===== src/rtl/multicycle_ctrl_fsm.sv =====
// multicycle_ctrl_fsm: control FSM for the multi-cycle RV32I CPU.
// Sequences IF/ID/EX/MEM/WB over a shared datapath and one unified memory,
// waits on mem_ready, aborts on memory timeout or illegal opcode, and halts
// on ecall when x17 == 10.
//
// Handshake: mem_ready is a completion strobe from memory. mem_read and
// mem_write are held stable in IF/MEM until mem_ready is seen high on a
// rising clock edge; only then does the access count as done.
//
// Optional feature: define PERF_CNT_EN to add the cycle_cnt and instret_cnt
// performance counter outputs.
module multicycle_ctrl_fsm #(
    parameter int WAIT_CNT_W = 4,
    parameter int MAX_WAIT   = 12
) (
    input  logic        clk,
    input  logic        reset,
    input  logic [6:0]  opcode,
    input  logic        halt_req,
    input  logic        alu_bcond,
    input  logic        mem_ready,
    output logic        pc_write,
    output logic        ir_write,
    output logic        i_or_d,
    output logic        mem_read,
    output logic        mem_write,
    output logic        reg_write,
    output logic [1:0]  wb_sel,
    output logic        alu_src_a,
    output logic [1:0]  alu_src_b,
    output logic [1:0]  alu_op,
    output logic        pc_source,
    output logic [2:0]  state,
    output logic        is_halted,
    output logic        mem_timeout,
    output logic        illegal_inst
`ifdef PERF_CNT_EN
    ,
    output logic [31:0] cycle_cnt,
    output logic [31:0] instret_cnt
`endif
);

    typedef enum logic [2:0] {
        S_IF   = 3'd0,
        S_ID   = 3'd1,
        S_EX   = 3'd2,
        S_MEM  = 3'd3,
        S_WB   = 3'd4,
        S_HALT = 3'd5
    } state_t;

    localparam logic [6:0] OP_R    = 7'b0110011;
    localparam logic [6:0] OP_I    = 7'b0010011;
    localparam logic [6:0] OP_LOAD = 7'b0000011;
    localparam logic [6:0] OP_STORE= 7'b0100011;
    localparam logic [6:0] OP_BR   = 7'b1100011;
    localparam logic [6:0] OP_JAL  = 7'b1101111;
    localparam logic [6:0] OP_JALR = 7'b1100111;
    localparam logic [6:0] OP_SYS  = 7'b1110011;

    state_t                cur_state;
    state_t                next_state;
    logic [WAIT_CNT_W-1:0] wait_cnt;

    logic rdy;
    logic in_mem_phase;
    logic wait_expired;
    logic is_r, is_i, is_load, is_store, is_branch, is_jal, is_jalr, is_ecall;
    logic is_legal_ex;
    logic illegal_hit;
    logic ecall_halt;

    // mem_ready is masked while reset is held so no write strobe can leak out
    assign rdy          = mem_ready & reset;
    assign in_mem_phase = (cur_state == S_IF) || (cur_state == S_MEM);
    assign wait_expired = in_mem_phase && !rdy &&
                          (wait_cnt == WAIT_CNT_W'(MAX_WAIT - 1));

    assign is_r        = (opcode == OP_R);
    assign is_i        = (opcode == OP_I);
    assign is_load     = (opcode == OP_LOAD);
    assign is_store    = (opcode == OP_STORE);
    assign is_branch   = (opcode == OP_BR);
    assign is_jal      = (opcode == OP_JAL);
    assign is_jalr     = (opcode == OP_JALR);
    assign is_ecall    = (opcode == OP_SYS);
    assign is_legal_ex = is_r | is_i | is_load | is_store | is_branch | is_jal | is_jalr;

    assign illegal_hit = (cur_state == S_ID) && !is_ecall && !is_legal_ex;
    assign ecall_halt  = (cur_state == S_ID) && is_ecall && halt_req;

    assign state = cur_state;

    // State register
    always_ff @(posedge clk or negedge reset) begin
        if (!reset) cur_state <= S_IF;
        else        cur_state <= next_state;
    end

    // Next-state decode; a late mem_ready beats a timeout in the same cycle
    always_comb begin
        next_state = cur_state;
        case (cur_state)
            S_IF: begin
                if (rdy)               next_state = S_ID;
                else if (wait_expired) next_state = S_HALT;
            end
            S_ID: begin
                if (is_ecall)          next_state = halt_req ? S_HALT : S_IF;
                else if (is_legal_ex)  next_state = S_EX;
                else                   next_state = S_HALT;
            end
            S_EX: begin
                if (is_load || is_store) next_state = S_MEM;
                else if (is_branch)      next_state = S_IF;
                else                     next_state = S_WB;
            end
            S_MEM: begin
                if (rdy)               next_state = is_load ? S_WB : S_IF;
                else if (wait_expired) next_state = S_HALT;
            end
            S_WB:    next_state = S_IF;
            S_HALT:  next_state = S_HALT;
            default: next_state = S_IF;
        endcase
    end

    // Memory wait counter: counts stalled IF/MEM cycles, clears otherwise
    always_ff @(posedge clk or negedge reset) begin
        if (!reset)
            wait_cnt <= '0;
        else if (in_mem_phase && !rdy && !wait_expired)
            wait_cnt <= wait_cnt + 1'b1;
        else
            wait_cnt <= '0;
    end

    // Registered halt indicator and sticky error flags
    always_ff @(posedge clk or negedge reset) begin
        if (!reset) begin
            is_halted    <= 1'b0;
            mem_timeout  <= 1'b0;
            illegal_inst <= 1'b0;
        end else begin
            is_halted    <= (next_state == S_HALT);
            mem_timeout  <= mem_timeout | wait_expired;
            illegal_inst <= illegal_inst | illegal_hit;
        end
    end

    // Moore strobe decode of state/opcode, with mem_ready/alu_bcond qualifiers
    always_comb begin
        pc_write  = 1'b0;
        ir_write  = 1'b0;
        i_or_d    = 1'b0;
        mem_read  = 1'b0;
        mem_write = 1'b0;
        reg_write = 1'b0;
        wb_sel    = 2'b00;
        alu_src_a = 1'b0;
        alu_src_b = 2'b00;
        alu_op    = 2'b00;
        pc_source = 1'b0;
        case (cur_state)
            S_IF: begin
                mem_read  = 1'b1;
                alu_src_b = 2'b01;
                pc_write  = rdy;
                ir_write  = rdy;
            end
            S_ID: begin
                alu_src_b = 2'b10;
            end
            S_EX: begin
                if (is_r) begin
                    alu_src_a = 1'b1;
                    alu_op    = 2'b10;
                end else if (is_i) begin
                    alu_src_a = 1'b1;
                    alu_src_b = 2'b10;
                    alu_op    = 2'b10;
                end else if (is_load || is_store) begin
                    alu_src_a = 1'b1;
                    alu_src_b = 2'b10;
                end else if (is_branch) begin
                    alu_src_a = 1'b1;
                    alu_op    = 2'b01;
                    pc_source = 1'b1;
                    pc_write  = alu_bcond;
                end else if (is_jal) begin
                    pc_source = 1'b1;
                    pc_write  = 1'b1;
                end else if (is_jalr) begin
                    alu_src_a = 1'b1;
                    alu_src_b = 2'b10;
                    pc_write  = 1'b1;
                end
            end
            S_MEM: begin
                i_or_d    = 1'b1;
                mem_read  = is_load;
                mem_write = is_store;
            end
            S_WB: begin
                reg_write = 1'b1;
                if (is_load)              wb_sel = 2'b01;
                else if (is_jal || is_jalr) wb_sel = 2'b10;
            end
            default: ;
        endcase
    end

`ifdef PERF_CNT_EN
    logic retire;

    // An instruction retires when control returns to IF, or when ecall halts
    assign retire = ((next_state == S_IF) &&
                     (cur_state inside {S_ID, S_EX, S_MEM, S_WB})) || ecall_halt;

    // Free-running performance counters, wrapping at 2^32
    always_ff @(posedge clk or negedge reset) begin
        if (!reset) begin
            cycle_cnt   <= 32'd0;
            instret_cnt <= 32'd0;
        end else begin
            if (cur_state != S_HALT) cycle_cnt   <= cycle_cnt + 32'd1;
            if (retire)              instret_cnt <= instret_cnt + 32'd1;
        end
    end
`endif

endmodule


===== config.mk =====
export PLATFORM = sky130hd
export DESIGN_NAME = multicycle_ctrl_fsm
export DESIGN_NICKNAME = d
export VERILOG_FILES = /design/src/rtl/multicycle_ctrl_fsm.sv
export SDC_FILE = /design/constraint.sdc
export NUM_CORES = 1
export LEC_CHECK = 0
export ABC_AREA = 1
export CAP_MARGIN = 25
export CORE_MARGIN = 8
export CORE_UTILIZATION = 30
export DETAILED_ROUTE_END_ITERATION = 12
export PLACE_DENSITY_LB_ADDON = 0.05
export SYNTH_ARGS = -nofsm -noshare
export SYNTH_HDL_FRONTEND = slang
export SYNTH_SLANG_ARGS = --single-unit

===== constraint.sdc =====
create_clock -name clk -period 1.8 [get_ports clk]
set_input_delay 0.36 -clock clk [delete_from_list [all_inputs] [get_ports clk]]
set_output_delay 0.36 -clock clk [all_outputs]
set_load 0.02 [all_outputs]

==> run summary <==
status: finished, final reports clean
Synthesis Warnings: 0
DP HPWL: 2120 um
gpl congestion: 0.784
Fmax: 569 MHz
ANT nets after route: 0
maximum VDD drop: 0.000956 V
die area: 0.00463 sq mm
synthesized area per cell: 6.88 sq um
Crit path required time: 1440 ps
P_int: 0.760 mW
Syn Nets: 131
Leak: 0.768 nW
I/O pins: 32
combinational power share: 0.648
hold_buf cts: 0
1st-iter DRT viols: 14
Post-Synthesis Cells: 118
max incr delay on CP: 190 ps
clock sink total: 10
# rows: 19
sw frac: 0.457
Area growth syn-to-layout: 78.1%
Fin Hold WS: 435 ps
all-layer global routing usage: 0.119
placed insts: 211
clock power share: 0.109
Worst Path Buf+Inv: 3
fin. max-slew vios: 0
Initial Utilization: 0.305
antenna cells: 0
clk slew on worst S/H paths: 70 ps
Clock Latency Late Sink: 270 ps
IO Port Bufs: 31
critical path arrival: 1400 ps
grt total ovfl: 0
drt drc: 0
switching pwr: 0.640 mW
Root Buffer: clkbuf_4
via count: 981
Final Hold Viols: 0
sequential power share: 0.242
Core Area: 0.00266 sq mm
Worst Setup End Kind: primary output
Slew headroom: 0.840
Final Cycle Share: 0.977
Pwr Density: 967 mW/mm^2
actual slew at the worst max-slew pin: 239 ps
fillcell total: 275
cts bufs inserted: 3
type of the most critical hold path: in2async
critical path class: in2out
max cap viols: 0
share of cells above drive strength 1: 0.508
nets: 202
Final setup viols: 0
clk_skew: 6.43 ps
Vert. Die Dim: 68.0 um
post-synthesis register bit count: 10
largest net degree at the start of global routing: 13
Tmin final: 1760 ps
drt pass-1 iters: 4
initial antenna violation count: 0
Die Span X: 68.0 um
post-synth cell types: 28
post-synthesis cell area: 812 sq um
# H-tree levels: 1
RSZ-0062 raised after global routing: true
Slowest-stage cell, CP: clkdlybuf4s15_1
CP Cell Sequence: clkdlybuf4s15_1, nand2_2, nor2_4, buf_4, nand2_2, nand2_2, a21oi_1, o22ai_2, buf_4
CTS tree: yes
final WL: 2530 um
CP max FO: 3
number of global-route vias before repair: 1,027
register area share after synthesis: 0.308
first-pass GRT wire length: 4340 um
final non-filler cell total: 218
CP top delay family: buffers and inverters
WL/cell: 11.6 um
Worst setup SP type: input port
CP dominant cell by count: nand2_2
CTS max path bufs: 2
Vias per Instance: 4.50
final core occ: 0.543
[cells in the final DEF (no fill, tap or decap), types with 2 or more instances in the layout]
master and count:
buf_4 43, nand2_1 24, nor2_1 12, inv_1 11, nand2_2 10, dfrtp_1 9
clkdlybuf4s50_1 9, inv_2 7, nor2_2 5, nor2_4 5, nand3_1 5, a21oi_1 5
buf_2 5, nand2_4 4, clkbuf_2 4, nor3_2 3, clkbuf_4 3, clkdlybuf4s15_1 3
dlygate4sd2_1 3, a21oi_2 2
[metrics by stage]
step / TNS, ps / area, sq um / worst slack (ps) / total power [mW]
floorplan: -187 / 821 / -96.9 / 0.817
global placement: -6420 / 1410 / -676 / 1.25
detailed placement: -6530 / 1410 / -671 / 1.26
CTS: 0 / 1410 / 0.144 / 1.39
global route: -101 / 1450 / -51.9 / 1.53
finish: 0 / 1450 / 42.1 / 1.40
[synthesized netlist by cell type, drive strengths merged]
cell    number  area [sq um]
nor2        23           133
o21ai        2          10.0
xnor2        1          8.76
a21oi        7          38.8
nor3         3          15.0
o22ai        1          6.26
nand3        5          25.0
a31o         1          8.76
inv         19          73.8
o211ai       1          7.51
xor2         1          8.76
or2          1          6.26
buf          1          5.00
ha           1          12.5
nand3b       1          7.51
o221ai       1          8.76
nand2       38           180
nor4         1          6.26
dfrtp       10           250
[logic make-up (layout without fill, tap and decap cells)]
kind of cell,Yosys count,in the layout,synth area share
buffers and inverters,20,89,0.0971
AO/OA/AOI/OAI,13,13,0.0986
adder cells (fa/ha/maj),1,1,0.0154
AND/OR/NAND/NOR,72,72,0.459
flip-flops,10,10,0.308
XOR/XNOR,2,2,0.0216
[power by group through the flow]
stage	Clock, mW	Sequential (mW)	Combinational [mW]
3_5_place_dp	0	0.332	0.928
2_1_floorplan	0	0.349	0.468
3_3_place_gp	0	0.332	0.923
6_report	0.153	0.339	0.907
5_1_grt	0.174	0.349	1.00
4_1_cts	0.163	0.334	0.895
[per-layer routing]
layer	GRT usage	vias to the layer above	wire length, um
met5	0	-	0
met3	0.0376	4	142
met1	0.141	448	1140
li1	-	511	-
met4	0.0230	0	17
met2	0.206	18	1240
[final cells by class]
cell class	instances	area, sq um	area share
clock buffer	3	22.5	0.0156
inverter	19	73.8	0.0510
multi-input combinational	88	546	0.377
sequential	10	251	0.174
tap	31	38.8	0.0268
timing repair buffer	67	514	0.356
[path summary, 6_finish.rpt]
check	end	from	slack (ps)	cells after the start
worst max register to register	state[0]$_DFF_PN0_	state[1]$_DFF_PN0_	310	10
worst min-delay path	wait_cnt[2]$_DFF_PN0_	reset	440	2
min in group clk	wait_cnt[0]$_DFF_PN0_	wait_cnt[0]$_DFF_PN0_	470	1
worst max-delay path	pc_write	opcode[5]	40	9
worst min register to register	wait_cnt[0]$_DFF_PN0_	wait_cnt[0]$_DFF_PN0_	470	1
max in group asynchronous	state[2]$_DFF_PN0_	reset	1190	2
[registers in the layout, indices dropped and copies added (netlist names)]
name          cells
illegal_inst      1
is_halted         1
mem_timeout       1
state             3
wait_cnt          4
[timing repair]
action                                  4_1_cts  5_1_grt
buffers inserted                              1        3
pin swaps                                     6        5
gates cloned                                  0        0
hold endpoints to repair                      0        0
endpoints found under the setup margin       15       12
resized for setup                            78       21
Power figures use the tool's default switching activity.
